===== src/rtl/pll_clken_supervisor.sv =====
// Purpose: supervises PLL lock, sequences the downstream reset and generates NCH aligned clock-enable trains.
// Latency: release SYNC_STAGES+LOCK_STABLE cycles after lock goes stable; every output is registered.
// Backpressure: none; div_ld and lost_clr are single-cycle strobes that are always accepted.
module pll_clken_supervisor #(
  parameter int NCH         = 4,
  parameter int DIV_W       = 8,
  parameter int DIV_RST     = 2,
  parameter int LOCK_STABLE = 1024,
  parameter int SYNC_STAGES = 2,
  localparam int CH_W  = (NCH > 1) ? $clog2(NCH) : 1,
  localparam int CNT_W = $clog2(LOCK_STABLE)
) (
  input  logic             CLK,
  input  logic             RST_N,
  input  logic             locked_in,
  input  logic             div_ld,
  input  logic [CH_W-1:0]  div_ch,
  input  logic [DIV_W-1:0] div_val,
  input  logic             lost_clr,
  output logic [NCH-1:0]   clken,
  output logic             phase0,
  output logic             locked,
  output logic             rst_out_n,
  output logic             lost_lock
);

  typedef enum logic [1:0] {
    WAIT_LOCK = 2'd0,
    STABLE    = 2'd1,
    RUN       = 2'd2
  } state_t;

  state_t                 state_q, state_d;
  logic [SYNC_STAGES-1:0] sync_q, sync_d;
  logic                   locked_s;
  logic [CNT_W-1:0]       stab_q, stab_d;
  logic                   lost_q, lost_d;
  logic                   run_d;
  logic                   locked_q, rst_out_q;
  logic [DIV_W-1:0]       shd_q [NCH];
  logic [DIV_W-1:0]       shd_d [NCH];
  logic [DIV_W-1:0]       act_q [NCH];
  logic [DIV_W-1:0]       act_d [NCH];
  logic [DIV_W-1:0]       cnt_q [NCH];
  logic [DIV_W-1:0]       cnt_d [NCH];
  logic [NCH-1:0]         clken_q, clken_d;
  logic                   phase0_q, phase0_d;

  // Lock synchroniser: the only logic that sees the raw asynchronous lock.
  always_comb begin
    sync_d = {sync_q[SYNC_STAGES-2:0], locked_in};
  end

  assign locked_s = sync_q[SYNC_STAGES-1];

  // Lock FSM: the stability counter's next value is what decides release, so RUN
  // is entered on the same edge the count reaches LOCK_STABLE-1.
  always_comb begin
    state_d = state_q;
    stab_d  = stab_q;
    case (state_q)
      WAIT_LOCK: begin
        if (locked_s) begin
          state_d = STABLE;
          stab_d  = '0;
        end
      end
      STABLE: begin
        if (!locked_s) begin
          state_d = WAIT_LOCK;
          stab_d  = '0;
        end else begin
          stab_d = stab_q + CNT_W'(1);
          if (stab_d == CNT_W'(LOCK_STABLE - 1)) begin
            state_d = RUN;
          end
        end
      end
      RUN: begin
        if (!locked_s) begin
          state_d = WAIT_LOCK;
        end
      end
      default: state_d = WAIT_LOCK;
    endcase
  end

  assign run_d = (state_d == RUN);

  // Sticky lost-lock flag: a loss in RUN beats a simultaneous clear.
  always_comb begin
    lost_d = lost_q;
    if ((state_q == RUN) && !locked_s) begin
      lost_d = 1'b1;
    end else if (lost_clr) begin
      lost_d = 1'b0;
    end
  end

  // Channel dividers: ratios only swap at terminal count (or outside RUN) so no
  // period is ever cut short or stretched; everything restarts at 0 on RUN entry.
  always_comb begin
    logic term;
    logic all_zero;
    term     = 1'b0;
    all_zero = 1'b1;
    for (int i = 0; i < NCH; i++) begin
      shd_d[i] = shd_q[i];
      if (div_ld && (div_ch == CH_W'(i))) begin
        shd_d[i] = div_val;
      end
      term = (state_q == RUN) &&
             ((act_q[i] < DIV_W'(2)) || (cnt_q[i] == act_q[i] - DIV_W'(1)));
      act_d[i] = ((state_q != RUN) || term) ? shd_d[i] : act_q[i];
      if (run_d && (state_q == RUN) && !term) begin
        cnt_d[i] = cnt_q[i] + DIV_W'(1);
      end else begin
        cnt_d[i] = '0;
      end
      clken_d[i] = run_d &&
                   ((act_d[i] < DIV_W'(2)) || (cnt_d[i] == act_d[i] - DIV_W'(1)));
      if (cnt_d[i] != '0) begin
        all_zero = 1'b0;
      end
    end
    phase0_d = run_d && all_zero;
  end

  // State and output registers.
  always_ff @(posedge CLK or negedge RST_N) begin
    if (!RST_N) begin
      state_q   <= WAIT_LOCK;
      sync_q    <= '0;
      stab_q    <= '0;
      lost_q    <= 1'b0;
      locked_q  <= 1'b0;
      rst_out_q <= 1'b0;
      clken_q   <= '0;
      phase0_q  <= 1'b0;
      for (int i = 0; i < NCH; i++) begin
        shd_q[i] <= DIV_W'(DIV_RST);
        act_q[i] <= DIV_W'(DIV_RST);
        cnt_q[i] <= '0;
      end
    end else begin
      state_q   <= state_d;
      sync_q    <= sync_d;
      stab_q    <= stab_d;
      lost_q    <= lost_d;
      locked_q  <= run_d;
      rst_out_q <= run_d;
      clken_q   <= clken_d;
      phase0_q  <= phase0_d;
      for (int i = 0; i < NCH; i++) begin
        shd_q[i] <= shd_d[i];
        act_q[i] <= act_d[i];
        cnt_q[i] <= cnt_d[i];
      end
    end
  end

  assign clken     = clken_q;
  assign phase0    = phase0_q;
  assign locked    = locked_q;
  assign rst_out_n = rst_out_q;
  assign lost_lock = lost_q;

endmodule


===== config.mk =====
export PLATFORM = sky130hd
export DESIGN_NAME = pll_clken_supervisor
export DESIGN_NICKNAME = d
export VERILOG_FILES = /design/src/rtl/pll_clken_supervisor.sv
export SDC_FILE = /design/constraint.sdc
export NUM_CORES = 1
export LEC_CHECK = 0
export BUFFER_PORTS_ARGS = -buffer_cell sky130_fd_sc_hd__buf_2
export CAP_MARGIN = 20
export CORE_ASPECT_RATIO = 2
export CORE_UTILIZATION = 46
export DETAILED_ROUTE_END_ITERATION = 7
export GPL_TIMING_DRIVEN = 0
export HOLD_SLACK_MARGIN = 0.05
export MAX_ROUTING_LAYER = met4
export PLACE_DENSITY = 0.69
export SLEW_MARGIN = 20
export SYNTH_ARGS = -nofsm -noshare
export SYNTH_HDL_FRONTEND = slang
export SYNTH_SLANG_ARGS = --single-unit
export TNS_END_PERCENT = 100

===== constraint.sdc =====
create_clock -name CLK -period 3.9 [get_ports CLK]
set_input_delay 1.17 -clock CLK [delete_from_list [all_inputs] [get_ports CLK]]
set_output_delay 1.17 -clock CLK [all_outputs]
set_load 0.02 [all_outputs]

==> impl_metrics.ini, run 1 <==
[floorplanning]
dieArea_um2 = 18400
coreArea_um2 = 17400
die_x_um = 96.4
initial_utilization_pct = 47.2
die_h_um = 191
ios = 23
rows = 68

[synthesis]
yosysTopAreaCell = dfrtp_1
ys_warn_count = 0
synth_ff_type = dfrtp_1
synth_area_leaders = dfrtp_1, xnor2_1, nor2_1
yosys_register_bits = 117
synth-seq-area-share_pct = 35.9
synth_nets = 954
synthDistinctLibCells = 86
synth_edf_count = 0
synth_commonest_cells = dfrtp_1, nor2_1, nand2_1
syn_inst = 925
syn_avg_cell_area_um2 = 8.86
synth_top_area_share_pct = 33.3
yosys.cell_count.top_type = dfrtp_1
async_flop_share_pct = 100
synth_area_um2 = 8190

[hold_path]
hold_end = sync_q[1]
worst_hold_startpoint = sync_q[0]
hold_depth = 0
hold_class = reg -> reg

[clocking]
htreeDepth = 4
clk_pin_slew_worst_paths_ps = 60
root_buffer = clkbuf_16
worstSkewPairLatency_ps = 420
cts_buffers = 17
cts.path.max_buffers = 2
tritoncts = done
cts.sinks = 117

[timing]
max_clock_freq_mhz = 237
tightestPinTransition_ps = 789
drv_slew = 0
rsz0062_at_grt = true
fin_crit_ps = 4220
hold_viol_final = 0
slew-limit-headroom_pct = 47.4
timing.final.ws_setup_ps = -317
finalCritPeriodShare_pct = 108
whs_ps = 362
finClkSkew_ps = 8.34
setup_viol = 1

[worst_setup_path]
crit_arrival_ps = 4490
crit_buf_inv = 2
crit_path_end_kind = flip-flop
r2r-start = act_q[25]
setup.worst_path.class = reg -> reg
crit_family = compound AO/OA/AOI/OAI gates
cp.required_ps = 4170
critical_path.cell_chain = inv_2 > ha_4 > nor3b_4 > or3_1 > a31o_1 > a221o_1 > nand2_2 > nand2_2 > o21ai_2 > ha_2 > buf_6 > nand2_4 > nor2_4 > a211oi_2 > a21oi_1 > mux2i_1 > or3_4 > a221o_1 > o41ai_4
start_kind = flip-flop
critPathMaxStageDelay_ps = 540
r2r_slack_ps = -320
slowest_stage = dfstp_2
path_max_fanout = 3
reg2regPathDepth = 19
r2r-end = clken[0]

[placed_design]
placed_cells = 1158
gp_congestion = 0.900
port_buffers = 22
placed_cell_area_um2 = 8610
dp_hpwl_mm = 17.1

[routing]
ant_nets = 0
wl_per_cell_um = 19.6
drt-pass1-iter-count = 8
drt_iter0_drc = 308
vias = 7265
drt-vias-per-instance = 5.97
wl_mm = 23.8
drc = 0

[pwr]
ir_worst_vdd_v = 0.000338
p_comb_share_pct = 26.9
pwr-share-seq_pct = 34.3
p_sw_w = 0.00142
p_per_area_nw_per_um2 = 445
pwr-share-clk_pct = 38.8
p_sw_share_pct = 32.9
p_int_w = 0.00289
p_leak_nw = 4.28

[grt]
grt_max_degree = 67
grt_pass1_vias = 7433
antenna_found_initial = 0
overflow = 0
grt_use_total_pct = 28.0
grt_pass1_wl_mm = 37.2

[finish]
diodes = 0
fin_cells = 1216
drive_above_1_share_pct = 20.3
final_area_um2 = 9670
fin_nets = 1022
syn_to_final_growth_pct = 18.1

[flow_run]
maxCapViolations = 0

[outcome]
status = complete, but fails checks
violations = setup timing
[logic make-up after synthesis]
logic type                 Yosys count  share of synthesized area, %
buffers and inverters              105                          5.64
AOI/OAI and AO/OA                  155                          13.7
DFF                                117                          35.9
and+or+nand+nor                    375                          24.2
xor gates and xnor gates            99                          10.8
muxes                               60                          7.71
adders and majority gates           14                          2.14
[through the flow]
step | util, % | TNS (ps) | total power (W) | setup slack [ps]
after global routing | 55.7 | -711 | 0.00449 | -507
after global placement | 49.4 | -2230 | 0.00248 | -1090
final | 55.7 | -317 | 0.00431 | -317
after detailed placement | 49.6 | -2410 | 0.00250 | -1110
after floorplan | - | 0 | 0.00222 | 33.6
after CTS | 54.7 | -437 | 0.00424 | -437
[how the worst max path moves through the flow]
stage,cells past startpoint,slack [ps],start,endpoint
after floorplan,17,30,act_q[25],clken[0]
after global placement,14,-1090,div_ch[1],clken[0]
after detailed placement,14,-1110,div_ch[1],clken[0]
after CTS,20,-440,act_q[25],clken[0]
after global routing,21,-510,act_q[24],clken[0]
final,19,-320,act_q[25],clken[0]
[power by group through the flow]
stage / Clock, W / Combinational [W] / Sequential (W)
after global placement: 0 / 0.000992 / 0.00148
after global routing: 0.00174 / 0.00125 / 0.00149
after CTS: 0.00169 / 0.00109 / 0.00147
after floorplan: 0 / 0.000768 / 0.00145
final: 0.00167 / 0.00116 / 0.00148
after detailed placement: 0 / 0.00102 / 0.00149
[cell usage in the layout (no fill, tap or decap), types with 6 or more instances in the layout]
cell type	netlist	layout
mux2i_1	35	35
mux2_2	25	24
buf_4	4	33
dfstp_2	8	8
nor4_1	6	6
xnor2_1	58	57
nand3b_1	8	8
clkbuf_16	0	17
nor2_1	103	100
o31ai_1	8	6
o41ai_1	6	6
nor3b_1	7	7
nand3_1	36	36
or3_1	9	8
or4_1	10	10
inv_1	51	47
nor3_1	30	30
nor2b_1	13	13
o21ai_0	34	31
a31oi_1	16	15
buf_2	11	31
ha_1	14	7
and3_1	17	17
o211ai_1	6	6
clkbuf_1	29	23
nand2_1	70	68
a21oi_1	28	28
xor2_1	40	40
dfrtp_1	109	108
buf_6	5	9
nand2b_1	13	12
nand4_1	15	15
[timing repair]
| item | in CTS | in global routing |
|---|---|---|
| setup buffers | 22 | 11 |
| pin swaps | 24 | 28 |
| gates resized for setup | 32 | 27 |
| endpoints found under the setup margin | 9 | 6 |
| cloned | 0 | 0 |
| hold buffers | 0 | 0 |
[flip-flops by register name, indices dropped and copies added (netlist names)]
register and cells:
shd_q 32, stab_q 10, rst_out_n 1, phase0 1
state_q 2, cnt_q 32, clken 4, sync_q 2
lost_lock 1, act_q 32
[cell type report]
class                           instances  area [um2]
Clock buffer                           19         453
Buffer                                 46         249
Inverter                               52         198
Clock inverter                         13         173
Timing Repair Buffer                   56         400
Multi-Input combinational cell        703        5000
Tap cell                              210         263
Fill cell                            1585        7680
Sequential cell                       117        2940
[per-layer routing]
metal	up-vias	GRT usage (%)	wire length, um
met5	-	-	0
met2	235	50.9	13400
li1	3398	-	-
met1	3530	26.2	8170
met3	102	3.71	719
met4	0	18.7	1510
Power figures use the tool's default switching activity.
==> inputs of run 2 (changes only) <==
- CTS_BUF_LIST: unset -> sky130_fd_sc_hd__clkbuf_16
==> impl_metrics.ini, run 2 (synthesis results as in run 1) <==
[hold_path]
hold_depth = 0
hold_class = reg -> reg

[timing]
tightestPinTransition_ps = 817
max_clock_freq_mhz = 237
rsz0062_at_grt = true
fin_crit_ps = 4220
finalCritPeriodShare_pct = 108
setup_viol = 1
finClkSkew_ps = 8.02
drv_slew = 0
hold_viol_final = 0
timing.final.ws_setup_ps = -319
slew-limit-headroom_pct = 45.5
whs_ps = 364

[routing]
ant_nets = 0
drt-vias-per-instance = 5.93
vias = 7216
drt_iter0_drc = 310
wl_per_cell_um = 19.3
drc = 0
wl_mm = 23.5
drt-pass1-iter-count = 7

[clocking]
worstSkewPairLatency_ps = 420
htreeDepth = 4
cts.sinks = 117
root_buffer = clkbuf_16
tritoncts = done
cts_buffers = 17
clk_pin_slew_worst_paths_ps = 60
cts.path.max_buffers = 2

[grt]
overflow = 0
grt_max_degree = 67
antenna_found_initial = 0
met2_usage_pct = 50.7
grt_pass1_wl_mm = 37.2
grt.busiest_layer = met2
grt_use_total_pct = 27.9
grtUsageMet1_pct = 26.2
grt_pass1_vias = 7422
use_met3_pct = 3.75

[worst_setup_path]
crit_arrival_ps = 4490
crit_top_cell = nor2_4
critPathMaxStageDelay_ps = 540
critical_path.cell_chain = inv_2 > ha_4 > nor3b_4 > or3_1 > a31o_1 > a221oi_4 > nor2_2 > nor2_4 > a21o_1 > ha_2 > buf_6 > nand2_4 > nor2_4 > a211oi_2 > a21oi_1 > mux2i_1 > or3_4 > a221o_1 > o41ai_4
cp.required_ps = 4170
reg2regPathDepth = 19
setup.worst_path.class = reg -> reg
slowest_stage = dfstp_2
start_kind = flip-flop
path_max_fanout = 4
crit_path_end_kind = flip-flop

[placed_design]
port_buffers = 22
placed_cell_area_um2 = 8610
gp_congestion = 0.900
dp_hpwl_mm = 17.1

[outcome]
violations = setup timing
status = complete, but fails checks

[floorplanning]
rows = 68
dieArea_um2 = 18400
initial_utilization_pct = 47.2
ios = 23
die_h_um = 191
coreArea_um2 = 17400
die_x_um = 96.4

[finish]
top_regs = act_q (32), cnt_q (32), shd_q (32)
final_common_cell = dfrtp_1
final_area_um2 = 9660
fin_util_pct = 55.6
multiInputGateArea_um2 = 5000
syn_to_final_growth_pct = 17.9
drive_above_1_share_pct = 20.2
fin_nets = 1023
diodes = 0
seq_area_um2 = 2940
fill_cells = 1585
final_cell_mix = dfrtp_1, nor2_1, nand2_1

[flow_run]
maxCapViolations = 0

[pwr]
ir_worst_vdd_v = 0.000333
p_leak_nw = 4.27
total_power_w = 0.00425
p_per_area_nw_per_um2 = 440
## run 2: final timing paths
path                            from        end  slack, ps
setup / recovery           act_q[25]   clken[0]       -320
hold / removal             sync_q[0]  sync_q[1]        360
setup reg to reg           act_q[25]   clken[0]       -320
hold reg to reg            sync_q[0]  sync_q[1]        360
max in group asynchronous      RST_N  shd_q[17]       2450
min in group asynchronous      RST_N  stab_q[8]        700
## run 2: critical path: cells and delay by family, from the launching register on
kind,cells,cell delay (ps)
AO/OA/AOI/OAI,7,1680
AND/OR/NAND/NOR,7,1210
flip-flops,1,540
adder cells (fa/ha/maj),2,350
buffers and inverters,2,170
multiplexers,1,90
## run 2: final cells by class
class | count | share of cell area, %
multi-input combinational | 703 | 51.8
sequential | 117 | 30.4
clock buffer | 17 | 4.40
timing repair buffer | 57 | 4.22
tap | 210 | 2.72
buffer | 46 | 2.58
inverter | 52 | 2.02
clock inverter | 15 | 1.87
## run 2: what timing repair did
item / CTS / global route
pin swaps: 24 / 28
setup buffers: 22 / 12
hold buffers: 0 / 0
gates resized for setup: 32 / 26
setup endpoints to repair: 9 / 6
## run 2: per-stage QoR
step	instances	setup slack (ps)	setup TNS, ps
after CTS	1208	-432	-432
after floorplan	925	33.6	0
final	1217	-319	-319
after detailed placement	1158	-1110	-2410
after global routing	1217	-488	-709
after global placement	1157	-1090	-2230
## run 2: per-layer routing
metal | vias to the layer above | routed length, um
li1 | 3403 | -
met1 | 3514 | 8110
met2 | 206 | 13200
met3 | 93 | 664
met4 | 0 | 1500
met5 | - | 0
## run 2: power breakdown
group          total (W)  leakage, nW  switching (W)  internal (W)
clock            0.00162        0.287       0.000610       0.00101
sequential       0.00148         1.48       0.000124       0.00136
combinational    0.00115         2.50       0.000663      0.000487
total            0.00425         4.27        0.00140       0.00285
